==> src/rtl/uart_tx_scheduler.sv <==
// uart_tx_scheduler
// Shares one UART transmitter among NUM_REQ byte producers. It arbitrates the
// requests round robin, loads the winning byte with a one-cycle write strobe,
// generates the bit-rate tick and watches the transmitter busy flag.
//
// Ports:
//   i_clk, i_rst        clock, synchronous active-high reset
//   i_req_valid         per-requester byte valid
//   i_req_data          byte for requester i at [8i+7:8i]
//   o_req_ready         accept strobe (IDLE only, at most one bit high)
//   o_tx_wr_enb         one-cycle write strobe to the transmitter
//   o_tx_data           byte held for the transmitter
//   o_tx_enb            bit-rate tick, one cycle wide
//   i_tx_busy           transmitter busy flag
//   o_grant_id          requester owning the current frame
//   o_active            FSM not idle
//   o_tx_done           one-cycle pulse at frame completion
//   o_err_timeout       sticky: transmitter never raised busy
//   i_err_clr           clears o_err_timeout
module uart_tx_scheduler #(
    parameter int unsigned NUM_REQ      = 4,
    parameter int unsigned CLKS_PER_BIT = 868,
    parameter int unsigned BUSY_TIMEOUT = 16
) (
    input  logic                       i_clk,
    input  logic                       i_rst,
    input  logic [NUM_REQ-1:0]         i_req_valid,
    input  logic [8*NUM_REQ-1:0]       i_req_data,
    output logic [NUM_REQ-1:0]         o_req_ready,
    output logic                       o_tx_wr_enb,
    output logic [7:0]                 o_tx_data,
    output logic                       o_tx_enb,
    input  logic                       i_tx_busy,
    output logic [$clog2(NUM_REQ)-1:0] o_grant_id,
    output logic                       o_active,
    output logic                       o_tx_done,
    output logic                       o_err_timeout,
    input  logic                       i_err_clr
);

    localparam int unsigned GW = $clog2(NUM_REQ);
    localparam int unsigned BW = $clog2(CLKS_PER_BIT);
    localparam int unsigned TW = $clog2(BUSY_TIMEOUT + 1);

    typedef enum logic [1:0] {
        S_IDLE      = 2'd0,
        S_ISSUE     = 2'd1,
        S_WAIT_BUSY = 2'd2,
        S_WAIT_DONE = 2'd3
    } state_t;

    state_t          r_state;
    state_t          w_next_state;

    logic [7:0]      r_tx_data;
    logic [GW-1:0]   r_grant;
    logic [GW-1:0]   r_last_grant;
    logic [BW-1:0]   r_baud;
    logic [TW-1:0]   r_timeout;
    logic            r_err;

    logic            w_found;
    logic [GW-1:0]   w_win;
    logic [GW-1:0]   w_idx;
    logic [7:0]      w_sel_data;
    logic            w_accept;
    logic            w_to_hit;
    logic            w_baud_wrap;

    // Round-robin search upward from the requester after the last grant.
    always_comb begin
        w_found = 1'b0;
        w_win   = '0;
        w_idx   = '0;
        for (int unsigned k = 1; k <= NUM_REQ; k++) begin
            w_idx = GW'((32'(r_last_grant) + k) % NUM_REQ);
            if (!w_found && i_req_valid[w_idx]) begin
                w_found = 1'b1;
                w_win   = w_idx;
            end
        end
    end

    // Byte lane of the winning requester.
    always_comb begin
        w_sel_data = '0;
        for (int unsigned i = 0; i < NUM_REQ; i++) begin
            if (w_win == GW'(i)) begin
                w_sel_data = i_req_data[8*i +: 8];
            end
        end
    end

    // Reset has precedence over an accept in the same cycle.
    assign w_accept    = (r_state == S_IDLE) && w_found && !i_rst;
    assign w_to_hit    = (r_state == S_WAIT_BUSY) && !i_tx_busy &&
                         (r_timeout >= TW'(BUSY_TIMEOUT - 1));
    assign w_baud_wrap = (r_baud == BW'(CLKS_PER_BIT - 1));

    // State register.
    always_ff @(posedge i_clk) begin
        if (i_rst) begin
            r_state <= S_IDLE;
        end else begin
            r_state <= w_next_state;
        end
    end

    // Next-state logic.
    always_comb begin
        w_next_state = r_state;
        case (r_state)
            S_IDLE: begin
                if (w_found) begin
                    w_next_state = S_ISSUE;
                end
            end
            S_ISSUE: begin
                w_next_state = S_WAIT_BUSY;
            end
            S_WAIT_BUSY: begin
                if (i_tx_busy) begin
                    w_next_state = S_WAIT_DONE;
                end else if (w_to_hit) begin
                    w_next_state = S_IDLE;
                end
            end
            S_WAIT_DONE: begin
                if (!i_tx_busy) begin
                    w_next_state = S_IDLE;
                end
            end
            default: w_next_state = S_IDLE;
        endcase
    end

    // Output decode.
    always_comb begin
        o_req_ready = '0;
        if (w_accept) begin
            o_req_ready[w_win] = 1'b1;
        end
        o_tx_wr_enb = (r_state == S_ISSUE);
        o_active    = (r_state != S_IDLE);
        o_tx_done   = (r_state == S_WAIT_DONE) && !i_tx_busy;
        // Tick masked while the baud counter is being re-aligned to the strobe.
        o_tx_enb    = w_baud_wrap && (r_state != S_ISSUE);
    end

    assign o_tx_data     = r_tx_data;
    assign o_grant_id    = r_grant;
    assign o_err_timeout = r_err;

    // Datapath: frame byte, grant history, baud and timeout counters, error flag.
    always_ff @(posedge i_clk) begin
        if (i_rst) begin
            r_tx_data    <= '0;
            r_grant      <= '0;
            r_last_grant <= GW'(NUM_REQ - 1);
            r_baud       <= '0;
            r_timeout    <= '0;
            r_err        <= 1'b0;
        end else begin
            if (w_accept) begin
                r_tx_data <= w_sel_data;
                r_grant   <= w_win;
            end

            if (o_tx_done || w_to_hit) begin
                r_last_grant <= r_grant;
            end

            if ((r_state == S_ISSUE) || w_baud_wrap) begin
                r_baud <= '0;
            end else begin
                r_baud <= r_baud + BW'(1);
            end

            // Saturating wait counter, re-armed at every strobe.
            if (r_state == S_ISSUE) begin
                r_timeout <= '0;
            end else if ((r_state == S_WAIT_BUSY) && !i_tx_busy &&
                         (r_timeout != TW'(BUSY_TIMEOUT))) begin
                r_timeout <= r_timeout + TW'(1);
            end

            // A new timeout wins over a simultaneous clear.
            if (w_to_hit) begin
                r_err <= 1'b1;
            end else if (i_err_clr) begin
                r_err <= 1'b0;
            end
        end
    end

endmodule
==> config.mk <==
export PLATFORM = sky130hd
export DESIGN_NAME = uart_tx_scheduler
export DESIGN_NICKNAME = d
export VERILOG_FILES = /design/src/rtl/uart_tx_scheduler.sv
export SDC_FILE = /design/constraint.sdc
export NUM_CORES = 1
export LEC_CHECK = 0
export BUFFER_PORTS_ARGS = -buffer_cell sky130_fd_sc_hd__buf_2
export CORE_AREA = 5 5 75 77
export DETAILED_ROUTE_END_ITERATION = 10
export DIE_AREA = 0 0 80 82
export PLACE_DENSITY = 0.56
export SYNTH_ARGS = -nofsm -noshare
export SYNTH_HDL_FRONTEND = slang
export SYNTH_SLANG_ARGS = --single-unit
==> constraint.sdc <==
create_clock -name i_clk -period 3 [get_ports i_clk]
set_clock_uncertainty 0.1 [all_clocks]
set_input_delay 0.15 -clock i_clk [delete_from_list [all_inputs] [get_ports i_clk]]
set_output_delay 0.15 -clock i_clk [all_outputs]
set_load 0.05 [all_outputs]
==> flow_summary.ini <==
[cts]
cts.sinks = 30
htreeDepth = 2
cts.path.max_buffers = 2
root_buffer = clkbuf_8
path_clk_slew_ps = 70
cts-buffers-inserted = 5
cts_tree = yes
cts_setup_buffers = 0
holdBufCountCts = 0
clock_latency_ps = 280
ctsResizeCount = 0

[global_route]
grt_pass1_wl_mm = 7.04
track_usage_pct = 13.9
grt_overflow = 0
grt_antenna_before_repair = 0
first_global_vias = 1448
grt_start_max_net_pins = 15

[timing]
clock.fmax_ghz = 0.402
rsz0062_at_grt = no
period_needed_ps = 2490
worstMarginPinSlew_ps = 824
slew_viol_final = 0
post-route-period-util_pct = 82.9
setup_viol = 0
slew_headroom_pct = 45.1
hold_ws_ps = 28.5
tns_ps = 0
hold_violations = 0

[detailed_routing]
viasPerCell = 4.82
drc_errors = 0
wl_per_cell_um = 13.4
dr_total_vias = 1546
ant_nets = 0
drt_pass1_iterations = 4
drtIter0Drc = 120
wl_mm = 4.30

[synth]
yosysWarnings = 0
ys.flop_type = dfxtp_1
async_reset_ff_share_pct = 0
synth-seq-cells = 30
synth_edf_count = 0
synth_area_leader_cell = dfxtp_1
yosysUniqueCellTypes = 38
yosys-top-cells-area = dfxtp_1 37%, nor2_1 6.5%, mux2i_1 4.3%
netlist_area_um2 = 1620
syn-num-nets = 230
avgSynthCellArea_um2 = 8.72
ys_seq_area_share_pct = 37.0
synthCells = 186
netlist.area_leader.share_pct = 37.0

[worst_setup_path]
worst_setup_path_start_kind = flip-flop
r2r_slack_ps = 760
critical_path_class = flip-flop to output port
cp_cell_sequence = nand2b_1 > o21ai_0 > a221oi_4 > nor3b_1 > buf_2
critPathMaxStageDelay_ps = 560
cp_slowest_cell = a221oi_4
critPathCaptureType = output port
path_delay_family = compound AO/OA/AOI/OAI gates
crit_arrival_ps = 2240
crit_buf_inv = 1
cp_data_required_time_ps = 2750
crit_fanout = 10

[layout]
syn2layout_area_growth_pct = 29.8
layout_commonest_cell = buf_2
final_cell_mix = 58 x buf_2, 30 x dfxtp_1, 28 x nor2_1, 13 x inv_1
drive_gt1_share_pct = 30.3
diodes = 0
num-nets-final = 294

[floorplan]
die_h_um = 82
start_util_pct = 32.8
fp.dieArea_um2 = 6560
rows = 26
die_x_um = 80
fp.coreArea_um2 = 4940
ioPinCount = 59

[outcome]
status = finished clean

[pwr]
ir_drop_mv = 0.253
power_density_nw_per_um2 = 559
p_leak_nw = 0.943

[flow_run]
drv_cap = 0

[placed_design]
place.gp.congestion = 0.825
place_hpwl_mm = 3.29
port_buffers = 58

[worst_hold_path]
hold_class = primary input to flip-flop
worst paths after layout:
| path | cells past startpoint | to | start |
|---|---|---|---|
| setup / recovery | 5 | o_req_ready[0] | r_last_grant[0] |
| hold / removal | 3 | o_err_timeout | i_err_clr |
| setup reg to reg | 5 | o_tx_data[6] | r_last_grant[1] |
| hold reg to reg | 1 | r_baud[0] | r_baud[0] |
through the flow:
stage          power, mW  worst slack, ps  cells  util (%)  instance area (um^2)
2_1_floorplan      0.685              259    186         -                  1620
3_3_place_gp       0.782              807    313      40.4                  2000
3_5_place_dp       0.783              772    313      40.4                  2000
4_1_cts             1.19              532    321      42.6                  2110
5_1_grt             1.24              391    321      42.6                  2110
6_report            1.18              514    321      42.6                  2110
sequential cells by signal (all words and copies together) (netlist names):
name / count
o_err_timeout: 1
o_tx_data: 8
r_state: 2
o_grant_id: 2
r_last_grant: 2
r_timeout: 5
r_baud: 10
logic make-up after synthesis:
kind of cell               after synthesis  share of synthesized area, %
buffers and inverters                   17                          4.55
and+or+nand+nor                         74                          22.4
adders and majority gates                4                          3.08
DFF                                     30                          37.0
AOI/OAI and AO/OA                       39                          19.7
muxes                                   11                          7.32
xor gates and xnor gates                11                          5.94
worst min-delay path, cell delays in order:
cell	delay, ps
buf_2	70
nand2b_1	90
a21oi_1	50
cell type report:
type                            count  area [um^2]
Clock buffer                        5         68.8
Clock inverter                      3         40.0
Fill cell                         530         2840
Inverter                           13         48.8
Multi-Input combinational cell    139          948
Sequential cell                    30          601
Tap cell                           70         87.6
Timing Repair Buffer               61          313
Yosys cell counts (4+ instances only):
library cell,instances
a211oi_1,4
a21oi_1,11
a32o_1,4
a32oi_1,7
and3_1,4
dfxtp_1,30
ha_1,4
inv_1,13
mux2i_1,7
nand2_1,11
nand2b_1,9
nand3_1,8
nor2_1,28
xnor2_1,4
xor2_1,7
power by group:
group / switching [mW] / internal [mW] / total (mW) / leakage, nW
combinational: 0.214 / 0.106 / 0.320 / 0.640
clock: 0.162 / 0.244 / 0.406 / 0.0579
sequential: 0.0230 / 0.430 / 0.453 / 0.245
per-layer routing:
metal  track usage, %  vias to the layer above  wire length, um
li1                 -                      796                -
met4             3.55                        0               34
met3             3.95                        2              162
met1             17.7                      720             2000
met5                0                        -                0
met2             22.9                       28             2110
(Power assumes the default switching activity.)
